==> src/rtl/frontend_pkg.sv <==
// frontend_pkg: shared phase encoding and DAC idle level for the MAX5863 frontend.
package frontend_pkg;
  typedef enum logic {PH_LOW = 1'b0, PH_HIGH = 1'b1} phase_t;
  localparam logic [9:0] DAC_MID_DEFAULT = 10'h000;
endpackage

==> src/rtl/frontend_clkgen.sv <==
// frontend_clkgen: codec clock divider with one-cycle rise/fall event pulses.
module frontend_clkgen
  import frontend_pkg::*;
#(
  parameter int DIV_W = 7
) (
  input  logic             clk,
  input  logic             rst_n,
  input  logic             enable,
  input  logic [DIV_W-1:0] clk_div,
  output logic             max_clk_o,
  output logic             rise,
  output logic             fall
);
  logic [DIV_W-1:0] cnt, div_q, lim;
  logic             wrap;
  phase_t           ph;
  // clk_div is picked up at the start of each half-period and held until the wrap
  assign lim       = (cnt == '0) ? clk_div : div_q;
  assign wrap      = cnt == lim;
  assign rise      = enable && wrap && ph == PH_LOW;
  assign fall      = enable && wrap && ph == PH_HIGH;
  assign max_clk_o = ph == PH_HIGH;
  always_ff @(posedge clk or negedge rst_n)
    if (!rst_n) begin
      cnt   <= '0;
      div_q <= '0;
      ph    <= PH_LOW;
    end else if (!enable) begin
      cnt <= '0;
      ph  <= PH_LOW;
    end else begin
      div_q <= lim;
      cnt   <= wrap ? '0 : cnt + 1'b1;
      if (wrap) ph <= (ph == PH_HIGH) ? PH_LOW : PH_HIGH;
    end
endmodule

==> src/rtl/frontend.sv <==
// frontend: FT245-style byte FIFO to MAX5863 codec bridge (interleaved I/Q DAC and ADC).
module frontend
  import frontend_pkg::*;
#(
  parameter int         DIV_W   = 7,
  parameter logic [9:0] DAC_MID = DAC_MID_DEFAULT
) (
  input  logic             clk,
  input  logic             rst_n,
  input  logic             enable,
  input  logic [DIV_W-1:0] clk_div,
  input  logic             tx_i_en,
  input  logic             tx_q_en,
  input  logic             rx_i_en,
  input  logic             rx_q_en,
  input  logic             dac_fifo_rdy,
  output logic             dac_fifo_read,
  input  logic [7:0]       dac_fifo_data,
  input  logic             adc_fifo_rdy,
  output logic             adc_fifo_write,
  output logic [7:0]       adc_fifo_data,
  output logic             max_clk_o,
  output logic [9:0]       dac_o,
  input  logic [7:0]       adc_i
);
  logic       rise, fall, first_hi, first_lo, rd_i, rd_q, cap_i, cap_q, i_vld, q_vld, adc_pend;
  logic [7:0] i_hold, q_hold, i_byte, q_byte;
  frontend_clkgen #(.DIV_W(DIV_W)) u_clkgen (
    .clk      (clk),
    .rst_n    (rst_n),
    .enable   (enable),
    .clk_div  (clk_div),
    .max_clk_o(max_clk_o),
    .rise     (rise),
    .fall     (fall)
  );
  assign rd_i           = enable && first_hi && tx_i_en && dac_fifo_rdy;
  assign rd_q           = enable && first_lo && tx_q_en && dac_fifo_rdy;
  assign dac_fifo_read  = rd_i || rd_q;
  assign adc_fifo_write = enable && adc_pend && adc_fifo_rdy;
  // a byte landing on the phase edge goes straight to the bus
  assign i_byte = cap_i ? dac_fifo_data : i_hold;
  assign q_byte = cap_q ? dac_fifo_data : q_hold;
  always_ff @(posedge clk or negedge rst_n)
    if (!rst_n) begin
      {first_hi, first_lo, cap_i, cap_q, i_vld, q_vld, adc_pend} <= '0;
      i_hold        <= '0;
      q_hold        <= '0;
      adc_fifo_data <= '0;
      dac_o         <= DAC_MID;
    end else if (!enable) begin
      {first_hi, first_lo, cap_i, cap_q, i_vld, q_vld, adc_pend} <= '0;
      i_hold        <= '0;
      q_hold        <= '0;
      adc_fifo_data <= '0;
      dac_o         <= DAC_MID;
    end else begin
      first_hi <= rise;
      first_lo <= fall;
      cap_i    <= rd_i;
      cap_q    <= rd_q;
      if (cap_i) begin
        i_hold <= dac_fifo_data;
        i_vld  <= 1'b1;
      end
      if (cap_q) begin
        q_hold <= dac_fifo_data;
        q_vld  <= 1'b1;
      end
      if (rise) dac_o <= (tx_i_en && (cap_i || i_vld)) ? {i_byte, 2'b00} : DAC_MID;
      else if (fall) dac_o <= (tx_q_en && (cap_q || q_vld)) ? {q_byte, 2'b00} : DAC_MID;
      // I is sampled as the codec clock falls, Q as it rises
      adc_pend <= (fall && rx_i_en) || (rise && rx_q_en);
      if ((fall && rx_i_en) || (rise && rx_q_en)) adc_fifo_data <= adc_i;
    end
endmodule

==> config.mk <==
export PLATFORM = sky130hd
export DESIGN_NAME = frontend
export DESIGN_NICKNAME = d
export VERILOG_FILES = /design/src/rtl/frontend_pkg.sv /design/src/rtl/frontend_clkgen.sv /design/src/rtl/frontend.sv
export SDC_FILE = /design/constraint.sdc
export NUM_CORES = 1
export LEC_CHECK = 0
export ABC_AREA = 1
export BUFFER_PORTS_ARGS = -buffer_cell sky130_fd_sc_hd__clkbuf_2
export CAP_MARGIN = 10
export CORE_MARGIN = 1.5
export CORE_UTILIZATION = 50
export CTS_CLUSTER_SIZE = 12
export DETAILED_ROUTE_END_ITERATION = 10
export GPL_TIMING_DRIVEN = 0
export PLACE_DENSITY = 0.7
export SLEW_MARGIN = 20
export SYNTH_ARGS = -nofsm -noshare
export SYNTH_HDL_FRONTEND = slang
export SYNTH_HIERARCHICAL = 1
export SYNTH_SLANG_ARGS = --single-unit
==> constraint.sdc <==
create_clock -name clk -period 4.9 [get_ports clk]
set_clock_uncertainty 0.05 [all_clocks]
set_input_delay 0.245 -clock clk [delete_from_list [all_inputs] [get_ports clk]]
set_output_delay 0.245 -clock clk [all_outputs]
set_load 0.005 [all_outputs]
* Word level (Yosys, flattened, before mapping)
Index checks and enable logic that the tools add are counted.
Word-level totals: bits in registers 56, output and inout port bits 21, bits of input ports 32
Operators by class: equal/unequal tests 6, add/subtract/negate cells 1, bitwise operators 1, reductions and logical operators 20, mux-type cells 26
Operators by type and width (count):
- 10-bit 2-to-1 mux | 5
- 8-bit 2-to-1 mux | 6
- 7-bit 2-to-1 mux | 3
- 1-bit logical AND | 15
- 1-bit 2-to-1 mux | 12
- 2-bit by 1-bit != test with 1-bit output, second input constant | 4
- 7-bit by 1-bit adder with 7-bit output, second input constant | 1
- 7-bit == test | 1
- 7-bit logical NOT | 1
- 1-bit logical OR | 4
- 3-bit by 1-bit != test with 1-bit output, second input constant | 1
- 1-bit NOT | 1

* Longest topological paths before layout
Gate-level depths: netlist of the first run.
word-level depth 9, gate-level depth with buffers 19, mapped depth without buffers 19

* Cells and area by module
The synthesis of the first run kept the hierarchy.
By module, submodules not included:
- frontend | area each 1757.9 um2, seq. area each 975.9 um2, cells each 215, instances 1
- frontend_clkgen | area each 1048.5 um2, seq. area each 375.4 um2, cells each 136, instances 1

* Least setup slack after synthesis of the first run
OpenSTA, ideal clock, no wires.
path type flip-flop to flip-flop, start point register u_clkgen.cnt[0], end point register dac_o[2], setup slack 2.571 ns, data required time 4.785 ns, arrival 2.214 ns, path buffers 0, stages on the path, launching flop included 19, cells stage by stage dfrtp_1 > inv_1 > ha_1 > inv_1 > nor2_4 > nand3_4 > nand2_2 > nand3_1 > nand2_1 > nand2_2 > nor2_4 > nand4_1 > inv_1 > nand2_2 > nor2_4 > nand3_1 > nand2_1 > nand2_1 > nand2_1
Between the ends: word-level cells in the longest chain between the ends 7
Ends and longest elaborated chain:
- start: declaration | RTL line frontend_clkgen.sv:15 | logic [DIV_W-1:0] cnt, div_q, lim;
- start signal: assignment | RTL line frontend_clkgen.sv:34 | cnt <= wrap ? '0 : cnt + 1'b1;
- 7-bit logical NOT | RTL line frontend_clkgen.sv:19 | assign lim = (cnt == '0) ? clk_div : div_q;
- 7-bit 2-to-1 mux | RTL line frontend_clkgen.sv:19
- 7-bit == test * | RTL line frontend_clkgen.sv:20 | assign wrap = cnt == lim;
- 1-bit logical AND * (2 in a row) | RTL line frontend_clkgen.sv:21 | assign rise = enable && wrap && ph == PH_LOW;
- via rise | RTL line frontend.sv:26 | logic rise, fall, first_hi, first_lo, rd_i, rd_q, cap_i, cap_q, i_vld, q_vld, adc_pend;
- 10-bit 2-to-1 mux | RTL line frontend.sv:70 | if (rise) dac_o <= (tx_i_en && (cap_i || i_vld)) ? {i_byte, 2'b00} : DAC_MID;
- 10-bit 2-to-1 mux | RTL line frontend.sv:51 | end else if (!enable) begin
- end signal: assignment | RTL line frontend.sv:70
- end signal: assignment | RTL line frontend.sv:71 | else if (fall) dac_o <= (tx_q_en && (cap_q || q_vld)) ? {q_byte, 2'b00} : DAC_MID;
- end: declaration | RTL line frontend.sv:23 | output logic [9:0] dac_o,
The timed path passes the listed nets; every way through them passes the cells marked *. A chain may end at the register's enable or synchronous reset.

* Worst setup path after layout of the first run
start point register u_clkgen.cnt[0], end point register dac_o[5]
The elaborated chain is that of the path after synthesis.

==> results.ini, run 1 <==
[synthesis]
ys_warn_count=6
ys_ff_latch=54
synthesis.instances=351
syn_avg_cell_area_sq_um=8.00
netlist_area_sq_mm=0.00281
ys_seq_area_share_pct=48.1
synth.distinct_cells=28
synth_area_leader_cell=dfrtp_1
synth_top_cell_area_share_pct=48.1
ys_top_cells_by_area=dfrtp_1 48%, nand2_1 16%, inv_1 5.5%

[hold_path]
hold_path_class=in -> reg

[floorplan]
rows=27
die_width_um=77.9
core_sq_mm=0.00547
die_y_um=77.9
die_area_sq_mm=0.00607
io-pin-count=53
start_util_pct=51.3

[clock_network]
htree_levels=2
cts_buffer_depth=2
cts_buffers=5
clk_pin_slew_worst_paths_ns=0.09
clkSinkCount=54
cts_tree=yes
clock-root-buffer=clkbuf_8
clock_latency_ns=0.30
postCtsSetupRepairBufs=0
ctsResizeCount=0
holdBufCountCts=1

[routing]
ant_nets=0
via_per_inst=4.82
drt-initial-drc-count=97
first_pass_iters=4
routedWlPerCell_um=12.0
drc=0
wirelength_um=5770
via_count=2318

[global_route]
grt.total_usage_pct=21.0
overflow=0
grt_pass1_vias=2388
grt_max_degree=55
antenna_found_initial=0
grt_pass1_wl_um=10300

[layout]
final_util_pct=59.8
mostFrequentLayoutCells=123 x nand2_1, 54 x dfrtp_1, 48 x clkbuf_2
layout-drive-gt1-share_pct=24.0
n_antenna_cell=0
nFillCells=525
layout_commonest_cell=nand2_1
final_nets=443
area_delta_synth_final_pct=16.5
design_area_sq_mm=0.00327

[sta]
finalHoldViolations=0
relSlewSlack_pct=50.8
rsz0062_at_grt=false
maxSlewViolCount=0
finalSetupTns_ns=0
tightest_slew_ns=0.737
setup_slack_ns=2.09
finalCritPeriodShare_pct=57.3
min_period_ns=2.81
fmax_mhz=356
setup_viol=0

[pwr]
p_leak_uw=0.00182
design_power_total_uw=925
ir_worst_vdd_mv=0.141
cellPowerDensity_mw_per_mm2=283

[placement]
dp_slack_ns=2.11
dp_hpwl_um=4260
io_buffers=49
gp_congestion=0.854
placed_area_sq_mm=0.00315

[critical_path]
endpoint_kind=flop
critPathArrivalTime_ns=3.00
critPathMaxFanout=10
cp-start-kind=flop
required_ns=5.10
path_class=reg -> reg

[run]
max_cap_violations=0

[status]
status=complete, no violations

-- through the flow --
stage,std cells,hold slack (ns)
floorplan,352,-0.101
global placement,473,0.410
detailed placement,473,0.331
CTS,481,0.0987
global route,481,0.0998
finish,481,0.106
-- final timing paths --
kind                            slack [ns]                            to                 startpoint  cells past startpoint
worst max-delay path                  2.09          dac_o[5]$_DFFE_PN0P_  u_clkgen/cnt[0]$_DFF_PN0_                     18
worst max register to register        2.09          dac_o[5]$_DFFE_PN0P_  u_clkgen/cnt[0]$_DFF_PN0_                     18
min in group asynchronous             0.49           q_hold[3]$_DFF_PN0_                      rst_n                      2
worst min register to register        0.44          dac_o[5]$_DFFE_PN0P_       dac_o[5]$_DFFE_PN0P_                      2
worst min-delay path                  0.11  adc_fifo_data[2]$_DFFE_PN0P_                   adc_i[2]                      3
max in group asynchronous             3.80           i_hold[7]$_DFF_PN0_                      rst_n                      2
-- logic make-up after synthesis --
kind of cell,after synthesis,synth area share [%]
AND/OR/NAND/NOR,202,35.5
other,1,0.134
adder cells (fa/ha/maj),2,0.892
AO/OA/AOI/OAI,32,5.71
XOR/XNOR,5,1.56
flip-flops,54,48.1
buffers and inverters,55,8.07
-- routing by layer --
metal	up-vias	global-route usage [%]	share of wire, %
met1	1035	25.9	46
met3	10	4.94	4.3
met4	0	7.68	2.1
li1	1213	-	-
met2	60	36.0	48
met5	-	0	0
-- worst max-delay path, cell delays in order (launching register included) --
cell and delay, ns:
dfrtp_1 0.44, inv_1 0.10, ha_1 0.15, inv_1 0.06, nor2_4 0.23, nand3_4 0.21
nand2_2 0.13, nand3_1 0.09, nand2_1 0.08, nand2_2 0.07, nor2_4 0.13, nand4_1 0.11
inv_1 0.25, nand2_2 0.11, nor2_4 0.21, nand3_1 0.09, nand2_1 0.12, nand2_1 0.07
nand2_1 0.05
-- final cells by class --
class | count | area, sq um | area share, %
Timing Repair Buffer | 50 | 258 | 7.88
Buffer | 9 | 53.8 | 1.64
Sequential cell | 54 | 1350 | 41.3
Inverter | 46 | 173 | 5.28
Multi-Input combinational cell | 243 | 1230 | 37.7
Tap cell | 72 | 90.1 | 2.75
Clock buffer | 6 | 82.6 | 2.52
Clock inverter | 1 | 30.0 | 0.918
-- power breakdown --
group	switching [uW]	internal, uW	leakage, uW
Combinational	97.6	50.9	0.00103
Clock	140	164	0.0000573
Sequential	11.2	461	0.000739
Total	249	676	0.00182
-- Yosys cell counts, drive strengths merged --
library cell	instances
xnor2	1
nand3	31
nand2	135
a21oi	16
nand4	11
dfrtp	54
xor2	4
and3	1
ha	2
inv	46
conb	1
clkbuf	1
nand3b	1
nor2	20
o21ai	16
buf	8
nor3	3
-- flip-flops by register name (all words and copies together), names as in the netlist --
| signal | count |
|---|---|
| adc_fifo_data | 8 |
| dac_o | 8 |
| i_hold | 8 |
| q_hold | 8 |
| u_clkgen/cnt | 7 |
| u_clkgen/div_q | 7 |
| adc_pend | 1 |
| cap_i | 1 |
| cap_q | 1 |
| first_hi | 1 |
| first_lo | 1 |
| i_vld | 1 |
| q_vld | 1 |
| u_clkgen/max_clk_o | 1 |
Power figures use the tool's default switching activity.
==> run 2: changes to the inputs <==
--- a/config.mk
+++ b/config.mk
@@ -5,7 +5,7 @@
 export SDC_FILE = /design/constraint.sdc
 export NUM_CORES = 1
 export LEC_CHECK = 0
-export ABC_AREA = 1
+export ABC_AREA = 0
 export BUFFER_PORTS_ARGS = -buffer_cell sky130_fd_sc_hd__clkbuf_2
 export CAP_MARGIN = 10
 export CORE_MARGIN = 1.5
@@ -13,7 +13,7 @@
 export CTS_CLUSTER_SIZE = 12
 export DETAILED_ROUTE_END_ITERATION = 10
 export GPL_TIMING_DRIVEN = 0
-export PLACE_DENSITY = 0.7
+export PLACE_DENSITY = 0.71
 export SLEW_MARGIN = 20
 export SYNTH_ARGS = -nofsm -noshare
 export SYNTH_HDL_FRONTEND = slang
==> constraint.sdc (replaced) <==
create_clock -name clk -period 2.65 [get_ports clk]
set_clock_uncertainty 0.05 [all_clocks]
set_input_delay 0.1325 -clock clk [delete_from_list [all_inputs] [get_ports clk]]
set_output_delay 0.1325 -clock clk [all_outputs]
set_load 0.005 [all_outputs]
==> results.ini, run 2 <==
[placement]
gp_congestion=0.881  ; +3.1%
dp_hpwl_um=3500  ; -18%
dp_slack_ns=-0.373  ; -2.48 ns
dp.cells=324  ; -32%
io_buffers=50  ; +2.0%

[routing]
via_count=1787  ; -23%
wl_met2_um=2530  ; -8.3%
ant_nets=0  ; unchanged
wirelength_um=5250  ; -9.0%
via_per_inst=5.15  ; +6.9%
drc=0  ; unchanged
met3_length_um=156  ; -37%
highest_layer=met4
first_pass_iters=4  ; unchanged
routedWlPerCell_um=15.1  ; +26%
met1_length_um=2520  ; -4.4%
drt-initial-drc-count=94  ; -3.1%

[synthesis]
ys_top_cells_by_count=54 x dfrtp_1, 11 x and2_1, 10 x mux2i_1
synthesis.instances=203  ; -42%
synthMostInstantiatedCell=dfrtp_1
ys_top_cells_by_area=dfrtp_1 52%, mux2_4 4.0%, mux2i_1 3.8%
synth.distinct_cells=45  ; +61%
async_reset_ff_share_pct=100  ; unchanged
ys_seq_area_share_pct=52.0  ; +3.8 points
synth_top_cell_area_share_pct=52.0  ; +3.8 points
netlist_area_sq_mm=0.00260  ; -7.4%
synth_area_leader_cell=dfrtp_1
synth_edf_count=0  ; unchanged
ys_warn_count=6  ; unchanged
synthFlopType=dfrtp_1
syn_avg_cell_area_sq_um=12.8  ; +60%
ys_ff_latch=54  ; unchanged

[critical_path]
max_stage_delay_ns=0.59  ; +0.15 ns
critPathArrivalTime_ns=3.05  ; +0.05 ns
required_ns=2.80  ; -2.30 ns
critPathMaxFanout=8  ; -2
path_cells=buf_8, inv_4, ha_4, nor4b_4, and2_4, a221oi_2, or4_4, nor2_4, buf_12, nor3b_4, buf_12, a221o_2
cp-start-kind=flop
endpoint_kind=flop
worst-path-buf-inv=4  ; +1
cp_slowest_cell=or4_4
path_class=reg -> reg
cpMostUsedCell=buf_12
crit_path_start=u_clkgen/cnt[0]$_DFF_PN0_
cp_top_family=simple AND/OR/NAND/NOR gates
reg2reg_from=u_clkgen/cnt[0]$_DFF_PN0_

[status]
status=finished, violations left
violations=setup timing

[floorplan]
io-pin-count=53  ; unchanged
start_util_pct=51.2  ; about the same
die_width_um=75.1  ; -3.6%
rows=26  ; -3.7%
die_area_sq_mm=0.00564  ; -7.1%
die_y_um=75.1  ; -3.6%
core_sq_mm=0.00507  ; -7.3%

[global_route]
grt_pass1_vias=1663  ; -30%
grt_pass1_wl_um=8230  ; -20%
grt_max_degree=55  ; unchanged
grt.total_usage_pct=19.9  ; -1.1 points
antenna_found_initial=0  ; unchanged
overflow=0  ; unchanged

[sta]
rsz0062_at_grt=true
finalCritPeriodShare_pct=110  ; +52 points
finalHoldViolations=0  ; unchanged
fmax_mhz=344  ; -3.4%
finalSetupTns_ns=-3.19  ; -3.19 ns
setup_viol=17  ; +17
tightest_slew_ns=0.740  ; +0.00241 ns
relSlewSlack_pct=50.7  ; -0.16 points
setup_slack_ns=-0.255  ; -2.35 ns
maxSlewViolCount=0  ; unchanged
min_period_ns=2.90  ; +0.0987 ns

[layout]
mostFrequentLayoutCells=53 x dfrtp_1, 50 x clkbuf_2, 10 x and2_1, 10 x mux2i_1, 10 x buf_4
final_util_pct=64.2  ; +4.4 points
area_delta_synth_final_pct=25.2
layout-drive-gt1-share_pct=40.8  ; +17 points
final_nets=310  ; -30%
final_cells=347  ; -28%
n_antenna_cell=0  ; unchanged
layout_commonest_cell=dfrtp_1

[clock_network]
clock_latency_ns=0.31  ; about the same
cts_buffer_depth=2  ; unchanged
clkSinkCount=54  ; unchanged
cts_buffers=5  ; unchanged
cts_tree=yes
htree_levels=2  ; unchanged
clk_pin_slew_worst_paths_ns=0.09  ; about the same
clock-root-buffer=clkbuf_8

[run]
max_cap_violations=0  ; unchanged

[pwr]
p_leak_uw=0.00156  ; -14%
ir_worst_vdd_mv=0.275  ; +95%
cellPowerDensity_mw_per_mm2=563  ; +99%

[hold_path]
min-delay-start=adc_i[1]
hold_path_class=in -> reg

run 2: kinds of logic (layout without fill, tap and decap cells):
| logic type | after synthesis | count (layout) | share of synthesized area [%] |
|---|---|---|---|
| AND/OR/NAND/NOR | 60 | 60 | 15.4 |
| flip-flops | 54 | 54 | 52.0 |
| AO/OA/AOI/OAI | 32 | 32 | 12.5 |
| multiplexers | 25 | 25 | 11.4 |
| buffers and inverters | 19 | 92 | 4.38 |
| XOR/XNOR | 10 | 10 | 3.37 |
| adder cells (fa/ha/maj) | 2 | 2 | 0.962 |
| other | 1 | 2 | 0.144 |
run 2: through the flow:
| step | power, uW | hold slack, ns | cell area (sq um) |
|---|---|---|---|
| floorplan | 1200 | -0.213 | 2630 |
| finish | 1830 | 0.00865 | 3260 |
| global placement | 1300 | 0.306 | 2970 |
| CTS | 1820 | 0.00144 | 3190 |
| detailed placement | 1310 | 0.217 | 2970 |
| global route | 1930 | 0.00530 | 3260 |
run 2: power by group:
group,internal [uW],switching (uW)
logic,221,193
registers,889,56.0
clock network,212,261
run 2: area by class of cell:
class | instances | area [sq um]
clock buffers | 7 | 86.3
well taps | 70 | 87.6
fillers | 437 | 1820
flip-flops and latches | 54 | 1350
repair buffers | 66 | 417
plain buffers | 10 | 85.1
multi-input cells | 131 | 1190
clock inverters | 1 | 5.00
inverters | 8 | 32.5
run 2: what timing repair did:
action | CTS | global route
resized for setup | 9 | 6
hold endpoints to repair | 59 | 0
setup endpoints to repair | 17 | 17
pin swaps | 7 | 7
hold buffers | 6 | 0
gates cloned | 0 | 1
setup buffers | 6 | 3
run 2: path summary, 6_finish.rpt:
kind | depth (start not counted) | slack, ns | end
min in group asynchronous | 2 | 0.39 | q_hold[1]$_DFF_PN0_
setup / recovery | 12 | -0.25 | dac_o[9]$_DFFE_PN0P_
max in group asynchronous | 2 | 1.63 | u_clkgen/cnt[1]$_DFF_PN0_
hold reg to reg | 1 | 0.46 | adc_fifo_data[2]$_DFFE_PN0P_
setup reg to reg | 12 | -0.25 | dac_o[9]$_DFFE_PN0P_
hold / removal | 2 | 0.009 | adc_fifo_data[1]$_DFFE_PN0P_
run 2: metal layers:
metal	track usage, %	up-vias
met3	4.42	4
met4	6.67	0
met2	29.1	31
li1	-	873
met5	0	-
met1	29.4	879
==> run 3: changes to the inputs <==
--- a/config.mk
+++ b/config.mk
@@ -14,6 +14,7 @@
 export DETAILED_ROUTE_END_ITERATION = 10
 export GPL_TIMING_DRIVEN = 0
 export PLACE_DENSITY = 0.71
+export SKIP_LAST_GASP = 1
 export SLEW_MARGIN = 20
 export SYNTH_ARGS = -nofsm -noshare
 export SYNTH_HDL_FRONTEND = slang
==> results.ini, run 3 (synthesis gave the netlist of run 2 again) <==
[status]
status=finished, violations left
violations=setup timing

[clock_network]
htree_levels=2  ; unchanged
cts_buffer_depth=2  ; unchanged
clock_latency_ns=0.30  ; about the same
clkSinkCount=54  ; unchanged
cts_buffers=5  ; unchanged
clock-root-buffer=clkbuf_8
cts_tree=yes
clk_pin_slew_worst_paths_ns=0.09  ; about the same

[routing]
drc=0  ; unchanged
drt-initial-drc-count=88  ; -6.4%
via_count=1766  ; -1.2%
routedWlPerCell_um=15.2  ; +0.35%
wirelength_um=5220  ; -0.51%
ant_nets=0  ; unchanged
first_pass_iters=4  ; unchanged
via_per_inst=5.13  ; -0.31%

[critical_path]
cp-start-kind=flop
critPathMaxFanout=8  ; unchanged
path_class=reg -> reg
required_ns=2.85  ; +0.05 ns
cp_slowest_cell=or4_4
reg2reg_from=u_clkgen/cnt[0]$_DFF_PN0_
max_stage_delay_ns=0.60  ; about the same
cp_top_family=simple AND/OR/NAND/NOR gates
endpoint_kind=flop
worst-path-buf-inv=4  ; unchanged
crit_path_start=u_clkgen/cnt[0]$_DFF_PN0_
path_cells=buf_8, inv_4, ha_4, nor4b_4, and2_4, a221oi_2, or4_4, nor3_4, buf_4, nor3b_4, buf_12, a221o_1
critPathArrivalTime_ns=3.10  ; +0.05 ns

[pwr]
p_leak_uw=0.00154  ; -1.3%
ir_worst_vdd_mv=0.248  ; -9.6%
cellPowerDensity_mw_per_mm2=567  ; +0.80%
design_power_total_uw=1820  ; -0.59%

[floorplan]
die_area_sq_mm=0.00564  ; unchanged
die_width_um=75.1  ; unchanged
start_util_pct=51.2  ; unchanged
core_sq_mm=0.00507  ; unchanged
io-pin-count=53  ; unchanged
rows=26  ; unchanged
die_y_um=75.1  ; unchanged

[sta]
relSlewSlack_pct=50.8  ; +0.13 points
finalHoldViolations=0  ; unchanged
finalCritPeriodShare_pct=110  ; about the same
fmax_mhz=344  ; about the same
tightest_slew_ns=0.738  ; -0.00195 ns
maxSlewViolCount=0  ; unchanged
setup_slack_ns=-0.254  ; +0.00123 ns
setup_viol=17  ; unchanged
min_period_ns=2.90  ; -0.00123 ns
rsz0062_at_grt=true
finalSetupTns_ns=-3.40  ; -0.218 ns

[global_route]
grt_pass1_wl_um=8230  ; unchanged
grt.total_usage_pct=19.9  ; unchanged
grt_max_degree=55  ; unchanged
overflow=0  ; unchanged
grt_pass1_vias=1663  ; unchanged
antenna_found_initial=0  ; unchanged

[placement]
io_buffers=50  ; unchanged
dp_hpwl_um=3500  ; unchanged
gp_congestion=0.881  ; unchanged

[layout]
layout_commonest_cell=dfrtp_1
final_nets=307  ; -0.97%
area_delta_synth_final_pct=23.5
layout-drive-gt1-share_pct=40.1  ; -0.65 points
n_antenna_cell=0  ; unchanged
mostFrequentLayoutCells=53 x dfrtp_1, 50 x clkbuf_2, 10 x and2_1, 10 x mux2i_1

[hold_path]
hold_path_class=in -> reg
min-delay-start=adc_i[7]

[run]
max_cap_violations=0  ; unchanged

==> run 3: repair_timing <==
item / in CTS / in global routing
endpoints found under the setup margin: 17 / 17
setup buffers: 6 / 1
endpoints found under the hold margin: 59 / 0
gates resized for setup: 8 / 3
pin swaps: 7 / 6
hold buffers: 6 / 0
==> run 3: layer usage <==
metal	GRT usage (%)	wire length, um	share of wire (%)
met1	29.4	2570	49
met2	29.1	2440	47
met3	4.42	160	3.1
met4	6.67	44	0.84
met5	0	0	0
==> run 3: stage by stage <==
| step | worst slack (ns) | instance area (sq um) | hold WS, ns | cells | utilization (%) |
|---|---|---|---|---|---|
| floorplan | -0.0847 | 2630 | -0.213 | 204 | - |
| global placement | -0.388 | 2970 | 0.306 | 324 | 58.5 |
| detailed placement | -0.373 | 2970 | 0.217 | 324 | 58.6 |
| CTS | -0.299 | 3190 | 0.00144 | 343 | 62.9 |
| global route | -0.355 | 3210 | 0.00529 | 344 | 63.3 |
| finish | -0.254 | 3210 | 0.0109 | 344 | 63.3 |
==> run 3: cell type report <==
| cell class | instances | area [sq um] |
|---|---|---|
| buffer | 10 | 85.1 |
| clock buffer | 7 | 86.3 |
| clock inverter | 1 | 5.00 |
| fill | 444 | 1860 |
| inverter | 8 | 32.5 |
| multi-input combinational | 131 | 1180 |
| sequential | 54 | 1350 |
| tap | 70 | 87.6 |
| timing repair buffer | 63 | 378 |
==> run 3: report_power, final <==
part | total, uW | switching, uW | internal, uW
clock | 470 | 259 | 211
sequential | 946 | 56.4 | 889
combinational | 405 | 191 | 215
total | 1820 | 506 | 1320
==> run 3: path summary, 6_finish.rpt <==
| check | to | slack, ns | cells after the start |
|---|---|---|---|
| worst max-delay path | dac_o[2]$_DFFE_PN0P_ | -0.25 | 12 |
| worst min-delay path | adc_fifo_data[7]$_DFFE_PN0P_ | 0.01 | 2 |
| worst max register to register | dac_o[2]$_DFFE_PN0P_ | -0.25 | 12 |
| worst min register to register | adc_fifo_data[2]$_DFFE_PN0P_ | 0.46 | 1 |
| max in group asynchronous | u_clkgen/cnt[1]$_DFF_PN0_ | 1.63 | 2 |
| min in group asynchronous | q_hold[1]$_DFF_PN0_ | 0.39 | 2 |
